===== config.mk =====
export PLATFORM = sky130hd
export DESIGN_NAME = c6288_mult16
export DESIGN_NICKNAME = d
export VERILOG_FILES = /design/src/rtl/c6288_pkg.sv /design/src/rtl/c6288_fa.sv /design/src/rtl/c6288_mult16.sv
export SDC_FILE = /design/constraint.sdc
export NUM_CORES = 1
export LEC_CHECK = 0
export CORE_MARGIN = 5
export CORE_UTILIZATION = 30
export CTS_CLUSTER_DIAMETER = 150
export CTS_CLUSTER_SIZE = 10
export DETAILED_ROUTE_END_ITERATION = 7
export GPL_TIMING_DRIVEN = 0
export PLACE_DENSITY_LB_ADDON = 0.1
export SLEW_MARGIN = 25
export SYNTH_ARGS = -nofsm -noshare
export SYNTH_HDL_FRONTEND = slang
export SYNTH_SLANG_ARGS = --single-unit

===== constraint.sdc =====
create_clock -name clk -period 2.2 [get_ports clk]
set_input_delay 0.44 -clock clk [delete_from_list [all_inputs] [get_ports clk]]
set_output_delay 0.44 -clock clk [all_outputs]
set_load 0.05 [all_outputs]

===== src/rtl/c6288_pkg.sv =====
// Shared widths for the c6288-style 16x16 unsigned array multiplier.
// Only the 16x16 configuration exists; the widths are named, not tunable.
package c6288_pkg;
    localparam int A_W = 16;
    localparam int B_W = 16;
    localparam int P_W = A_W + B_W;
endpackage


===== src/rtl/c6288_fa.sv =====
// 1-bit gate-level full adder, the single cell the multiplier array is built from.
// Latency: combinational. Backpressure: none.
module c6288_fa (
    input  logic a,
    input  logic b,
    input  logic cin,
    output logic s,
    output logic cout
);
    logic axb;

    assign axb  = a ^ b;
    assign s    = axb ^ cin;
    assign cout = (a & b) | (cin & axb);
endmodule


===== src/rtl/c6288_mult16.sv =====
// Unsigned 16x16 carry-save array multiplier (c6288 structure), product registered once.
// Latency: 1 cycle from in_valid to out_valid. Backpressure: none, accepts one pair per cycle.
module c6288_mult16
    import c6288_pkg::*;
(
    input  logic           clk,
    input  logic           rst_n,
    input  logic           in_valid,
    input  logic [A_W-1:0] a_in,
    input  logic [B_W-1:0] b_in,
    output logic [P_W-1:0] p_out,
    output logic           out_valid
);
    logic [P_W-1:0] prod;

    // Row i carries sum bits s[j] of weight i+j and carries c[j] of weight i+j+1.
    // Row 0 is the bare partial product; its zero carries turn row 1 into half adders.
    for (genvar i = 0; i < B_W; i++) begin : g_row
        logic [A_W-1:0] pp;
        logic [A_W-1:0] s;
        logic [A_W-2:0] c;

        assign pp = a_in & {A_W{b_in[i]}};

        if (i == 0) begin : g_first
            assign s = pp;
            assign c = '0;
        end else begin : g_csa
            assign s[A_W-1] = pp[A_W-1];
            for (genvar j = 0; j < A_W-1; j++) begin : g_cell
                c6288_fa u_fa (
                    .a    (pp[j]),
                    .b    (g_row[i-1].s[j+1]),
                    .cin  (g_row[i-1].c[j]),
                    .s    (s[j]),
                    .cout (c[j])
                );
            end
        end

        assign prod[i] = s[0];
    end

    // Final ripple row merges the last sum/carry vectors into bits 16..31.
    for (genvar k = 0; k < A_W-1; k++) begin : g_fin
        logic ci;
        logic s;
        logic co;

        if (k == 0) begin : g_c0
            assign ci = 1'b0;
        end else begin : g_cn
            assign ci = g_fin[k-1].co;
        end

        c6288_fa u_fa (
            .a    (g_row[B_W-1].s[k+1]),
            .b    (g_row[B_W-1].c[k]),
            .cin  (ci),
            .s    (s),
            .cout (co)
        );

        assign prod[B_W+k] = s;
    end

    assign prod[P_W-1] = g_fin[A_W-2].co;

    always_ff @(posedge clk or negedge rst_n) begin
        if (!rst_n) begin
            p_out     <= '0;
            out_valid <= 1'b0;
        end else begin
            out_valid <= in_valid;
            if (in_valid) begin
                p_out <= prod;
            end
        end
    end
endmodule


==> flow_metrics.env <==
export IMPL_busiest_layer="met2"
export IMPL_die_x_um=172
export IMPL_hpwl_um=16000
export IMPL_yosys_area_top_type="fa_1"
export IMPL_start_kind="primary input"
export IMPL_crit_fanout=3
export IMPL_hold_violations=0
export IMPL_required_ns=2.38
export IMPL_synth_fa_ha_area_share_pct=59.4
export IMPL_arrival_ns=12.91
export IMPL_ioPinCount=68
export IMPL_routed_wirelength_um=17400
export IMPL_num_antenna_cells=0
export IMPL_grt_pass1_wl_um=30900
export IMPL_synthMuxAreaShare_pct=4.39
export IMPL_synth_edf_count=0
export IMPL_use_met3_pct=1.37
export IMPL_cts_buffers=5
export IMPL_synth_xor_area_share_pct=0
export IMPL_slew_headroom_pct=65.2
export IMPL_cts_root_buf="clkbuf_16"
export IMPL_antenna_found_initial=0
export IMPL_critPathBufInv=8
export IMPL_gr_usage_met2_pct=24.3
export IMPL_syn_avg_cell_area_um2=11.1
export IMPL_gp_congestion=0.737
export IMPL_fin_nets=1077
export IMPL_first_pass_iters=4
export IMPL_port_buffers=67
export IMPL_layout_setup_ws_ns=-10.53
export IMPL_use_met1_pct=17.4
export IMPL_synth_top_cells_by_area="fa_1, and2_1, dfrtp_1"
export IMPL_die_h_um=172
export IMPL_max_stage_delay_ns=0.55
export IMPL_syn_area_um2=7890
export IMPL_path_delay_family="adder cells"
export IMPL_status="finished with violations"
export IMPL_grt_pass1_vias=6117
export IMPL_yosysSeqAreaShare_pct=10.5
export IMPL_cts_tree="yes"
export IMPL_ys_flop_type="dfrtp_1"
export IMPL_syn_inst=709
export IMPL_cpMostUsedCell="fa_2"
export IMPL_slew_viol_final=0
export IMPL_drtIter0Drc=84
export IMPL_setup_viol=29
export IMPL_grt_overflow_total=0
export IMPL_vias=4916
export IMPL_synth_seq_cells=33
export IMPL_core_area_um2=26000
export IMPL_yosysTopAreaCellShare_pct=56.8
export IMPL_clock_sinks=33
export IMPL_synth_distinct_cells=19
export IMPL_preCtsSetupSlack_ns=-11.69
export IMPL_worst_clock_skew_ns=0
export IMPL_cts_max_path_buffers=2
export IMPL_ys_async_sr_fraction_pct=100
export IMPL_slowest_stage="fa_2"
export IMPL_violations="negative setup slack"
export IMPL_criticalPathCategory="primary input to flip-flop"
export IMPL_rsz0062_at_grt="yes"
export IMPL_yosysMostFrequentCell="fa_1"
export IMPL_start_util_pct=30.4
export IMPL_max_freq_mhz=78.5
export IMPL_fin_crit_ns=12.73
export IMPL_final_layout_size_suffix_gt1_share_pct=33.6
export IMPL_fin_crit_sh_pct=579
export IMPL_cp_end_kind="flip-flop"
export IMPL_syn_to_final_growth_pct=27.1
export IMPL_clk_latency_ns=0.29
export IMPL_grt_max_degree=31
export IMPL_setup_tns_ns=-171.86
export IMPL_hold_slack_ns=0.493
export IMPL_synth_compound_area_share_pct=0.190
export IMPL_worst_pin_slew_ns=0.521
export IMPL_synthSimpleGateAreaFrac_pct=18.0
export IMPL_cap_violations=0
export IMPL_ys_warn_count=0
export IMPL_syn_nets=984
export IMPL_yosys_top_cells_count="fa_1, and2_1, inv_1"
export IMPL_routedWlPerCell_um=15.3
export IMPL_cts_max_level=2
export IMPL_hp_class="primary input to asynchronous set/reset pin"
export IMPL_clk_pin_slew_worst_paths_ns=0.06
export IMPL_drc=0
export IMPL_synth_top_family_by_area="adder cells"
export IMPL_grt_use_total_pct=13.3
export IMPL_core_rowCount=59
export IMPL_die_area_um2=29600
export IMPL_viasPerCell=4.32
export IMPL_antenna_left=0
## layout by cell type (no fill, tap or decap)
cell type | Yosys | final
mux2_4 | 10 | 15
clkdlybuf4s50_1 | 0 | 46
clkbuf_2 | 2 | 1
clkbuf_4 | 0 | 2
buf_6 | 1 | 8
fa_1 | 224 | 112
buf_2 | 13 | 20
clkbuf_1 | 17 | 3
o21ai_0 | 1 | 1
clkbuf_8 | 0 | 14
bufinv_16 | 0 | 1
buf_8 | 0 | 3
inv_2 | 0 | 36
clkbuf_16 | 0 | 6
ha_4 | 0 | 15
clkdlybuf4s15_2 | 0 | 2
buf_12 | 1 | 4
a21oi_2 | 0 | 1
and2_4 | 0 | 18
fa_2 | 0 | 112
and2_1 | 180 | 162
clkdlybuf4s15_1 | 0 | 1
nor2_1 | 2 | 2
inv_1 | 110 | 74
buf_4 | 2 | 12
mux2i_1 | 14 | 14
ha_1 | 16 | 1
dlygate4sd2_1 | 0 | 5
nand2_1 | 75 | 75
dlygate4sd3_1 | 0 | 1
dlymetal6s2s_1 | 0 | 1
dfrtp_1 | 33 | 33
a21oi_1 | 2 | 1
nand3_1 | 1 | 1
## final timing paths
path                       startpoint         to  slack (ns)  cells after the start
max in group asynchronous       rst_n  out_valid        1.33                      3
setup reg to reg            p_out[30]  p_out[30]        1.43                      1
hold / removal                  rst_n   p_out[3]        0.49                      2
hold reg to reg              p_out[1]   p_out[1]        0.51                      1
setup / recovery              b_in[0]  p_out[30]      -10.53                     40
min in group clk             p_out[1]   p_out[1]        0.51                      1
## flip-flops by register name (all words and copies together), names as in the netlist
name	cells
p_out	32
out_valid	1
## logic make-up after synthesis
group	Yosys count
adder cells (fa/ha/maj)	240
buffers and inverters	146
multiplexers	29
AND/OR/NAND/NOR	258
flip-flops	33
AO/OA/AOI/OAI	3
## layer usage
layer	wire, µm	vias up
met2	9010	54
met5	0	-
li1	-	2224
met3	411	7
met4	110	0
met1	7840	2631
## cell type report
class	count	area, µm²
timing repair buffer	86	836
inverter	110	413
buffer	36	360
sequential	33	826
multi-input combinational	530	7000
clock buffer	7	143
clock inverter	1	30.0
fill	2617	16000
tap	335	419
## what timing repair did
item,CTS,global route
pin swaps,21,7
hold endpoints to repair,3,0
setup buffers,16,1
endpoints found under the setup margin,30,29
hold buffers,1,0
resized for setup,134,21
## metrics by stage
step | cells | util (%) | instance area (µm²)
2_1_floorplan | 709 | - | 8420
5_1_grt | 1138 | 38.6 | 10000
4_1_cts | 1137 | 38.5 | 10000
6_report | 1138 | 38.6 | 10000
3_3_place_gp | 1111 | 36.6 | 9510
3_5_place_dp | 1112 | 36.7 | 9530
Power is left out: the tool's default activity adds up to more than one toggle a clock period on the data nets, which glitch-free logic cannot reach.
